**src/rtl/modbus_pkg.sv**
```systemverilog
// ---------------------------------------------------------------------------
// modbus_pkg
// Shared definitions for the Modbus RTU receive and transmit framers.
//   rx_state_e  : one-hot (5-bit) state encoding of the frame receiver
//   CRC_INIT    : CRC-16/MODBUS seed value
//   CRC_POLY    : reflected CRC-16/MODBUS polynomial
//   BCAST_ADDR  : broadcast station address, always accepted
//   MIN_FRAME   : shortest legal frame in bytes (address + function + CRC)
// ---------------------------------------------------------------------------
package modbus_pkg;

  // One-hot state encoding for the receive FSM.
  typedef enum logic [4:0] {
    ST_IDLE  = 5'b00001,
    ST_RECV  = 5'b00010,
    ST_DROP  = 5'b00100,
    ST_CHECK = 5'b01000,
    ST_HOLD  = 5'b10000
  } rx_state_e;

  localparam logic [15:0] CRC_INIT   = 16'hFFFF;
  localparam logic [15:0] CRC_POLY   = 16'hA001;
  localparam logic [7:0]  BCAST_ADDR = 8'h00;
  localparam int          MIN_FRAME  = 4;

endpackage : modbus_pkg

```
**src/rtl/modbus_crc16.sv**
```systemverilog
// ---------------------------------------------------------------------------
// modbus_crc16
// Purely combinational CRC-16/MODBUS byte step: folds one byte into a
// running CRC value, LSB first, using the reflected polynomial.  Shared by
// the receive framer and the transmit framer.
// Ports:
//   crc_in   in  16  running CRC before this byte
//   data_in  in   8  byte to fold in
//   crc_out  out 16  running CRC after this byte
// ---------------------------------------------------------------------------
module modbus_crc16
  import modbus_pkg::*;
(
  input  logic [15:0] crc_in,
  input  logic [7:0]  data_in,
  output logic [15:0] crc_out
);

  logic [15:0] crc_v;

  // Eight unrolled shift/xor steps; the whole byte is absorbed in one cycle.
  always_comb begin
    crc_v = crc_in ^ {8'h00, data_in};
    for (int i = 0; i < 8; i++) begin
      if (crc_v[0]) begin
        crc_v = (crc_v >> 1) ^ CRC_POLY;
      end else begin
        crc_v = crc_v >> 1;
      end
    end
    crc_out = crc_v;
  end

endmodule : modbus_crc16

```
**src/rtl/modbus_frame_rx.sv**
```systemverilog
// ---------------------------------------------------------------------------
// modbus_frame_rx
// Modbus RTU frame assembler.  Collects bytes from the UART receiver into a
// local buffer between frame boundaries, checks length, CRC and station
// address, and holds an accepted frame for the protocol engine until it is
// acknowledged.  Rejected frames raise one-cycle error pulses.
//
// Build option:
//   MODBUS_CRC_CHECK_EN  defined     -> CRC engine built, residue checked
//                        not defined -> no CRC logic, err_crc tied to 0,
//                                       last two bytes still treated as CRC
//
// Parameters:
//   MAX_LEN     buffer depth in bytes including CRC (power of two)
//   SLAVE_ADDR  own station address (8'h00 always accepted as broadcast)
// Ports:
//   clk_in, rst_in      clock, asynchronous active-high reset
//   rx_data, rx_done    received byte and its one-cycle strobe
//   rx_drop_frame       inter-character gap violation, frame is corrupt
//   rx_frame_end        end-of-frame idle detected
//   frame_valid         accepted frame held in buffer
//   frame_len           payload length (address..data), CRC excluded
//   frame_bcast         held frame is a broadcast
//   frame_ack           consumer releases the held frame
//   rd_addr, rd_data    buffer read port, 1-cycle registered latency
//   err_crc, err_len, err_ovf, err_drop   one-cycle error pulses
// ---------------------------------------------------------------------------
module modbus_frame_rx
  import modbus_pkg::*;
#(
  parameter int         MAX_LEN    = 256,
  parameter logic [7:0] SLAVE_ADDR = 8'h01
) (
  input  logic                       clk_in,
  input  logic                       rst_in,
  input  logic [7:0]                 rx_data,
  input  logic                       rx_done,
  input  logic                       rx_drop_frame,
  input  logic                       rx_frame_end,
  output logic                       frame_valid,
  output logic [$clog2(MAX_LEN):0]   frame_len,
  output logic                       frame_bcast,
  input  logic                       frame_ack,
  input  logic [$clog2(MAX_LEN)-1:0] rd_addr,
  output logic [7:0]                 rd_data,
  output logic                       err_crc,
  output logic                       err_len,
  output logic                       err_ovf,
  output logic                       err_drop
);

  localparam int AW = $clog2(MAX_LEN);
  localparam int CW = AW + 1;

  rx_state_e   state_q, state_d;
  logic [CW-1:0] count_q, count_d;
  logic [7:0]  addr_q, addr_d;
  logic        frame_valid_q, frame_valid_d;
  logic [CW-1:0] frame_len_q, frame_len_d;
  logic        frame_bcast_q, frame_bcast_d;
  logic        err_crc_q, err_crc_d;
  logic        err_len_q, err_len_d;
  logic        err_ovf_q, err_ovf_d;
  logic        err_drop_q, err_drop_d;
  logic [7:0]  rd_data_q;

  logic          wr_en;
  logic [AW-1:0] wr_addr;
  logic          crc_bad;

  logic [7:0] mem [MAX_LEN];

`ifdef MODBUS_CRC_CHECK_EN
  logic [15:0] crc_q, crc_d;
  logic [15:0] crc_base;
  logic [15:0] crc_next;

  // The first byte of a frame is folded into the fixed seed, so a stale
  // value left over from a previous frame never matters.
  assign crc_base = (state_q == ST_IDLE) ? CRC_INIT : crc_q;

  modbus_crc16 u_crc (
    .crc_in  (crc_base),
    .data_in (rx_data),
    .crc_out (crc_next)
  );

  // The CRC advances exactly when a byte is written into the buffer; the
  // residue tested on entry to CHECK therefore already includes a byte that
  // arrives together with the end-of-frame pulse.
  always_comb begin
    crc_d   = wr_en ? crc_next : crc_q;
    crc_bad = (crc_d != 16'h0000);
  end

  always_ff @(posedge clk_in or posedge rst_in) begin
    if (rst_in) begin
      crc_q <= CRC_INIT;
    end else begin
      crc_q <= crc_d;
    end
  end
`else
  assign crc_bad = 1'b0;
`endif

  // Next-state and output logic.  Length and CRC verdicts are computed while
  // leaving RECV and registered, so err_len/err_crc are high during the
  // CHECK cycle and CHECK itself only has to look at the address.
  always_comb begin
    state_d       = state_q;
    count_d       = count_q;
    addr_d        = addr_q;
    frame_valid_d = frame_valid_q;
    frame_len_d   = frame_len_q;
    frame_bcast_d = frame_bcast_q;
    err_crc_d     = 1'b0;
    err_len_d     = 1'b0;
    err_ovf_d     = 1'b0;
    err_drop_d    = 1'b0;
    wr_en         = 1'b0;
    wr_addr       = count_q[AW-1:0];

    unique case (state_q)
      ST_IDLE: begin
        if (rx_done) begin
          wr_en   = 1'b1;
          wr_addr = '0;
          count_d = CW'(1);
          addr_d  = rx_data;
          state_d = ST_RECV;
        end
      end

      ST_RECV: begin
        if (rx_drop_frame) begin
          err_drop_d = 1'b1;
          state_d    = ST_DROP;
        end else if (rx_done && (count_q == CW'(MAX_LEN))) begin
          err_ovf_d = 1'b1;
          state_d   = ST_DROP;
        end else begin
          if (rx_done) begin
            wr_en   = 1'b1;
            count_d = count_q + 1'b1;
          end
          if (rx_frame_end) begin
            state_d   = ST_CHECK;
            err_len_d = (count_d < CW'(MIN_FRAME));
            err_crc_d = !err_len_d && crc_bad;
          end
        end
      end

      ST_DROP: begin
        if (rx_frame_end) begin
          state_d = ST_IDLE;
          count_d = '0;
        end
      end

      ST_CHECK: begin
        state_d = ST_IDLE;
        count_d = '0;
        // Frames for other stations are dropped without any error.
        if (!err_len_q && !err_crc_q &&
            ((addr_q == SLAVE_ADDR) || (addr_q == BCAST_ADDR))) begin
          state_d       = ST_HOLD;
          frame_valid_d = 1'b1;
          frame_len_d   = count_q - CW'(2);
          frame_bcast_d = (addr_q == BCAST_ADDR);
        end
      end

      ST_HOLD: begin
        if (frame_ack) begin
          state_d       = ST_IDLE;
          frame_valid_d = 1'b0;
          frame_len_d   = '0;
          frame_bcast_d = 1'b0;
        end
      end

      default: begin
        state_d = ST_IDLE;
        count_d = '0;
      end
    endcase
  end

  // State and output registers; a reset mid-frame simply returns to IDLE
  // with every pulse cleared.
  always_ff @(posedge clk_in or posedge rst_in) begin
    if (rst_in) begin
      state_q       <= ST_IDLE;
      count_q       <= '0;
      addr_q        <= '0;
      frame_valid_q <= 1'b0;
      frame_len_q   <= '0;
      frame_bcast_q <= 1'b0;
      err_crc_q     <= 1'b0;
      err_len_q     <= 1'b0;
      err_ovf_q     <= 1'b0;
      err_drop_q    <= 1'b0;
    end else begin
      state_q       <= state_d;
      count_q       <= count_d;
      addr_q        <= addr_d;
      frame_valid_q <= frame_valid_d;
      frame_len_q   <= frame_len_d;
      frame_bcast_q <= frame_bcast_d;
      err_crc_q     <= err_crc_d;
      err_len_q     <= err_len_d;
      err_ovf_q     <= err_ovf_d;
      err_drop_q    <= err_drop_d;
    end
  end

  // Frame buffer write port (simple dual-port RAM, no reset on contents).
  always_ff @(posedge clk_in) begin
    if (wr_en) begin
      mem[wr_addr] <= rx_data;
    end
  end

  // Registered read port, usable in every state.
  always_ff @(posedge clk_in or posedge rst_in) begin
    if (rst_in) begin
      rd_data_q <= 8'h00;
    end else begin
      rd_data_q <= mem[rd_addr];
    end
  end

  assign frame_valid = frame_valid_q;
  assign frame_len   = frame_len_q;
  assign frame_bcast = frame_bcast_q;
  assign rd_data     = rd_data_q;
  assign err_len     = err_len_q;
  assign err_ovf     = err_ovf_q;
  assign err_drop    = err_drop_q;
`ifdef MODBUS_CRC_CHECK_EN
  assign err_crc     = err_crc_q;
`else
  assign err_crc     = 1'b0;
`endif

endmodule : modbus_frame_rx

```
**config.mk**
```make
export PLATFORM = sky130hd
export DESIGN_NAME = modbus_frame_rx
export DESIGN_NICKNAME = d
export VERILOG_FILES = /design/src/rtl/modbus_pkg.sv /design/src/rtl/modbus_crc16.sv /design/src/rtl/modbus_frame_rx.sv
export SDC_FILE = /design/constraint.sdc
export NUM_CORES = 2
export LEC_CHECK = 0
export ABC_AREA = 0
export CAP_MARGIN = 10
export CORE_MARGIN = 10
export CORE_UTILIZATION = 55
export CTS_BUF_LIST = sky130_fd_sc_hd__clkbuf_8 sky130_fd_sc_hd__clkbuf_16
export CTS_CLUSTER_SIZE = 16
export DETAILED_ROUTE_END_ITERATION = 10
export GPL_TIMING_DRIVEN = 0
export PLACE_DENSITY_LB_ADDON = 0.2
export SYNTH_ARGS = -nofsm -noshare
export SYNTH_HDL_FRONTEND = slang
export SYNTH_SLANG_ARGS = --single-unit
```
**constraint.sdc**
```tcl
create_clock -name clk_in -period 3.45 [get_ports clk_in]
set_input_delay 0.345 -clock clk_in [delete_from_list [all_inputs] [get_ports clk_in]]
set_output_delay 0.345 -clock clk_in [all_outputs]
set_load 0.005 [all_outputs]
```
Word-level counts from Yosys, hierarchy flattened

Memory sizes are Yosys's and may differ from the RTL's. A register that Yosys moved wholly into a read port is not among the register bits.
Cells that the tools add are included.

Register bits: 36
Bits in latches: 0
Bits in read-only memories: 0
Memories kept: 1
Word-level logic and storage cells: 80
RAM bits: 2048

Memory list:

| memory | words | bits a word | rd ports | clocked after memory_dff | wr ports | RTL line              | source |
|---|---|---|---|---|---|---|---|
| mem    | 256   | 8           | 1        | 1                        | 1        | modbus_frame_rx.sv:71 | `logic [7:0] mem [MAX_LEN];` |

Equality and inequality tests: 14
Bitwise gates (word level): 1
Shift operators: 0
Reduce and logical (&&, ||, !) cells: 10
Add/sub/neg operators: 2
Multipliers: 0
Multiplexer cells: 42
$lt $le $gt $ge: 1
Div/mod/pow operators: 0

Operator list:

| operator              | number |
|---|---|
| $mux W9               | 10 |
| $pmux W9 S4           | 1 |
| $mux W5               | 7 |
| $pmux W5 S5           | 1 |
| $pmux W9 S2           | 1 |
| $mux W1               | 17 |
| $mux W8               | 2 |
| $ne A2 B2 Y1 const B  | 6 |
| $add A9 B1 Y9 const B | 1 |
| $eq A9 B9 Y1 const B  | 1 |
| $lt A9 B3 Y1 const B  | 1 |
| $sub A9 B2 Y9 const B | 1 |
| $eq A8 B1 Y1 const B  | 1 |
| $logic_not A8 Y1      | 1 |
| $pmux W1 S2           | 3 |
| $eq A5 B1 Y1 const B  | 1 |
| $eq A5 B2 Y1 const B  | 1 |
| $eq A5 B3 Y1 const B  | 1 |
| $eq A5 B4 Y1 const B  | 1 |
| $eq A5 B5 Y1 const B  | 1 |
| $reduce_and A5 Y1     | 1 |
| $ne A4 B4 Y1 const B  | 1 |
| $reduce_and A4 Y1     | 1 |
| $reduce_and A3 Y1     | 1 |
| 6 further kinds       | 7 |

Longest topological paths before layout

Depth after elaboration: 10
Depth in mapped cells: 11
Mapped depth without buffers: 8

Worst setup path after synthesis

No wires, ideal clock.

Kind: register to register
Start: reg count_q[1]
End: mem mem[100][0] (enable)
Arrival: 2.499 ns
Required time: 3.080 ns
Buffers on the path: 2
Stages on the path, launching flop included: 10
Period minus slack after synthesis: 2.870 ns
Path slack: 0.580 ns
Library setup time: 0.370 ns
Cell sequence: dfrtp_1 -> clkbuf_1 -> inv_1 -> ha_1 -> and2_1 -> nand3_1 -> nor4b_2 -> o211ai_1 -> buf_2 -> nor2_1

Cells in the longest elaborated chain, start to end: 7
Elaborated cells between the ends (all ways): 9
Those cells by class: eq/ne: 1; mux: 7; reduce/logical: 1

Ends and longest elaborated chain:

| what                          | RTL line               | source |
|---|---|---|
| start: declaration            | modbus_frame_rx.sv:56  | `logic [CW-1:0] count_q, count_d;` |
| start signal: assignment      | modbus_frame_rx.sv:207 | `count_q <= count_d;` |
| $eq A9 B9 Y1                  | modbus_frame_rx.sv:139 | `end else if (rx_done && (count_q == CW'(MAX_LEN))) begin` |
| $logic_and A1 B1 Y1           | modbus_frame_rx.sv:139 |  |
| $mux W1                       | modbus_frame_rx.sv:139 |  |
| $mux W1                       | modbus_frame_rx.sv:136 | `if (rx_drop_frame) begin` |
| $pmux W1 S2                   | modbus_frame_rx.sv:124 | `unique case (state_q)` |
| $mux W1                       | modbus_frame_rx.sv:221 | `if (wr_en) begin` |
| $mux W1 (implied by the code) | modbus_frame_rx.sv:222 | `mem[wr_addr] <= rx_data;` |
| end: declaration              | modbus_frame_rx.sv:71  |  |

Several ways; a longest one is shown, not always the timed one.

==> results.py <==
metrics = {
    "timing": {
        "slew_viol_final": 0,
        "tightestPinTransition_ns": 1.203,
        "setup_viol": 182,
        "relSlewSlack_pct": 19.83,
        "fmaxAchievable_mhz": 279.0,
        "timing.final.ws_setup_ns": -0.1346,
        "fin_skew_ns": 0.04667,
        "whs_ns": 0.07407,
        "final-hold-violation-count": 0,
        "fin_crit_sh_pct": 103.9,
        "rsz0062_at_grt": "yes",
        "min_period_ns": 3.585,
    },
    "placement": {
        "dp_hpwl_microns": 166200,
        "numPortBuffers": 43,
        "place_inst": 5953,
        "place_congestion": 0.9511,
    },
    "clock_network": {
        "clockBufferDepth": 3,
        "numCtsBuffers": 203,
        "cts_tree": "done",
        "cts_num_sinks": 2092,
        "clkLatencyLatePin_ns": 0.85,
        "h-tree-depth": 4,
        "root_buffer": "clkbuf_16",
        "clkTransAtPathRegs_ns": 0.06,
    },
    "run_status": {
        "status": "finished with violations",
        "violations": "setup timing",
    },
    "synthesis": {
        "seq_area_frac_synth_pct": 76.97,
        "syn_avg_cell_area_sq_um": 20.60,
        "synth.distinct_cells": 69,
        "synth_edf_count": 2048,
        "synth-main-ff-cell": "edfxtp_1",
        "yosysWarnings": 0,
        "syn_nets": 3975,
        "synthesis.area_sq_um": 81340,
        "synth-seq-cells": 2092,
        "synthArstFlopShare_pct": 2.103,
        "synthCells": 3949,
    },
    "final_layout": {
        "fillers": 9903,
        "final_util_pct": 62.98,
        "fin_nets": 4274,
        "drive_gt1_share_pct": 27.40,
        "synthToLayoutAreaGrowth_pct": 14.06,
        "layout.cells.non_filler": 6340,
    },
    "power_and_ir_drop": {
        "total_power_mw": 53.06,
        "power.leakage_nw": 29.11,
        "cellPowerDensity_nw_per_um2": 571.9,
        "vdd_drop_max_v": 0.0005395,
    },
    "setup_path": {
        "reg2reg_to": "mem[219][6]$_DFFE_PP_",
        "start_kind": "input port",
        "slowest_delay_ns": 0.62,
        "reg2reg_setup_slack_ns": -0.12,
        "r2r_cells": 7,
        "cp-end-kind": "flip-flop",
        "crit_chain": "dlygate4sd2_1 > buf_4 > nor2b_1 > buf_2 > buf_2 > a22oi_1 > a21oi_1 > nor4_1 > buf_2 > nor4_4",
        "cp_data_required_time_ns": 4.17,
        "cp_num_buf_inv": 5,
        "cp_max_fo": 10,
        "critPathSlowestCell": "a21oi_1",
        "r2r-start": "state_q[2]$_DFFE_PP0P_",
        "critPathKind": "in -> reg",
        "crit_arrival_ns": 4.30,
        "cp_common_cell": "buf_2",
        "critPathTopFamily": "buffers and inverters",
    },
    "floorplanning": {
        "die_x_microns": 404.6,
        "coreArea_sq_um": 147300,
        "ios": 45,
        "initial_core_util_pct": 55.21,
        "rows": 141,
        "dieArea_sq_um": 163700,
        "die_h_microns": 404.6,
    },
    "routing": {
        "wirelength_microns": 255400,
        "wl_per_cell_microns": 40.28,
        "drc": 0,
        "vias_per_cell": 6.965,
        "via_count": 44160,
        "first_pass_iters": 6,
        "drt_iter0_markers": 7531,
        "drtAntennaViolNets": 0,
    },
    "global_routing": {
        "grt_pass1_vias": 42230,
        "grt_pass1_wl_microns": 348000,
        "grt_use_total_pct": 31.12,
        "antenna_found_initial": 9,
        "overflow": 0,
        "grt_max_degree": 158,
    },
    "hold_path": {
        "hold_end": "mem[38][2]$_DFFE_PP_",
        "hp-class": "in -> reg",
        "min_path_cells": 1,
        "hp-start": "rx_data[2]",
    },
    "flow_run": {
        "max-cap-violations": 0,
    },
}
[worst reg2reg max path, stage by stage, from the launching register on]
cell     delay, ns
dfrtp_1       0.43
nor2_1        0.25
nand4_1       0.36
nor2_2        0.30
and3_1        0.30
nand3_2       0.43
buf_4         0.51
nor2_2        0.60
[synth_stat cells (19+ instances only)]
cell type / instances / area (sq um)
nor4_1: 33 / 206.5
nand3_1: 20 / 100.1
o22ai_1: 20 / 125.1
mux4_1: 26 / 683.2
o221ai_1: 31 / 271.5
mux4_2: 420 / 9459
a21oi_1: 118 / 590.6
clkbuf_1: 78 / 292.8
nand2_1: 85 / 319.1
a22oi_1: 181 / 1359
edfxtp_1: 2048 / 61500
buf_2: 81 / 405.4
mux2i_1: 120 / 1201
a211oi_1: 19 / 142.6
dfrtp_1: 43 / 1076
o21ai_0: 42 / 210.2
buf_4: 35 / 262.8
nor2_1: 313 / 1175
[through the flow]
stage	TNS, ns	setup slack [ns]	area [sq um]
2_1_floorplan	0	0.5804	81340
3_3_place_gp	-	-5.882	84180
3_5_place_dp	-1798.57	-1.743	84790
4_1_cts	-23.10	-0.2537	92130
5_1_grt	-10.31	-0.1934	92770
6_report	-8.463	-0.1346	92770
[placed cells by master, fill, tap and decap left out, types with 10 or more instances in the layout]
| master | Yosys | final |
|---|---|---|
| nand4_1 | 10 | 10 |
| clkdlybuf4s50_1 | 0 | 33 |
| nor4_2 | 1 | 13 |
| nor2_2 | 0 | 66 |
| clkbuf_2 | 0 | 27 |
| buf_16 | 0 | 12 |
| nand2_1 | 85 | 77 |
| clkbuf_4 | 1 | 10 |
| nor2_1 | 313 | 111 |
| mux4_1 | 26 | 26 |
| nor2b_1 | 14 | 14 |
| o221ai_1 | 31 | 31 |
| clkinv_2 | 0 | 34 |
| buf_2 | 81 | 60 |
| mux2i_1 | 120 | 120 |
| nor4_1 | 33 | 18 |
| clkbuf_16 | 0 | 205 |
| o22ai_1 | 20 | 20 |
| a211oi_1 | 19 | 14 |
| clkbuf_1 | 78 | 41 |
| edfxtp_1 | 2048 | 2048 |
| nor2_4 | 0 | 136 |
| mux4_2 | 420 | 420 |
| nand3_1 | 20 | 15 |
| inv_1 | 8 | 58 |
| a31oi_1 | 11 | 11 |
| o21ai_0 | 42 | 42 |
| clkinv_1 | 0 | 46 |
| buf_6 | 17 | 18 |
| buf_8 | 15 | 30 |
| dfrtp_1 | 43 | 41 |
| nor3_1 | 14 | 14 |
| a21oi_1 | 118 | 116 |
| and3_1 | 13 | 13 |
| buf_4 | 35 | 86 |
| a22oi_1 | 181 | 178 |
[where the power goes]
group | internal [mW] | total [mW] | switching, mW
Clock | 11.5 | 21.0 | 9.54
Combinational | 1.21 | 3.78 | 2.57
Sequential | 28.1 | 28.3 | 0.166
Total | 40.8 | 53.1 | 12.3
[metal layers]
metal / vias up / global-route usage, % / routed length (microns)
li1: 17080 / - / -
met5: - / 0 / 41
met3: 617 / 11.29 / 38290
met4: 6 / 15.24 / 14800
met2: 3396 / 44.37 / 110800
met1: 23060 / 42.70 / 91430
[repair_timing]
| action | in CTS | in global routing |
|---|---|---|
| gates resized for setup | 310 | 174 |
| hold buffers | 4 | 0 |
| setup endpoints to repair | 1728 | 1546 |
| setup buffers | 18 | 1 |
| endpoints found under the hold margin | 83 | 0 |
| pin swaps | 12 | 4 |
[sequential cells by signal (all words and copies together), names as in the netlist]
register     flops
mem           2048
count_q          9
frame_len        9
addr_q           8
rd_data          8
state_q          5
err_drop         1
err_len          1
err_ovf          1
frame_bcast      1
frame_valid      1
[layout make-up]
type / count / area, sq um / area share, %
flip-flops and latches: 2092 / 62600 / 67.48
multi-input cells: 1605 / 18650 / 20.10
clock buffers: 209 / 5185 / 5.589
well taps: 1930 / 2415 / 2.603
plain buffers: 241 / 1667 / 1.796
repair buffers: 97 / 1205 / 1.299
clock inverters: 157 / 1018 / 1.098
inverters: 8 / 30.03 / 0.03237
diodes: 1 / 2.502 / 0.002697
[how the worst max path moves through the flow]
stage / start / endpoint / slack, ns / cells past startpoint
detailed placement: rd_addr[2] / rd_data[2]$_DFF_PP0_ / -1.74 / 10
global route: state_q[2]$_DFFE_PP0P_ / mem[93][4]$_DFFE_PP_ / -0.19 / 7
finish: rd_addr[2] / rd_data[7]$_DFF_PP0_ / -0.13 / 10
CTS: state_q[2]$_DFFE_PP0P_ / mem[176][6]$_DFFE_PP_ / -0.25 / 8
floorplan: count_q[1]$_DFFE_PP0P_ / mem[100][0]$_DFFE_PP_ / 0.58 / 9
global placement: rx_data[7] / mem[4][7]$_DFFE_PP_ / -5.88 / 1
[logic make-up after synthesis]
| family | after synthesis | synth area share [%] |
|---|---|---|
| xor gates and xnor gates | 8 | 0.08614 |
| buffers and inverters | 252 | 1.912 |
| DFF | 2092 | 76.97 |
| muxes | 573 | 14.04 |
| other | 1 | 0.004610 |
| and+or+nand+nor | 542 | 2.954 |
| adders and majority gates | 4 | 0.06153 |
| AOI/OAI and AO/OA | 477 | 3.973 |
No activity file was read; power rests on OpenSTA's default activity.
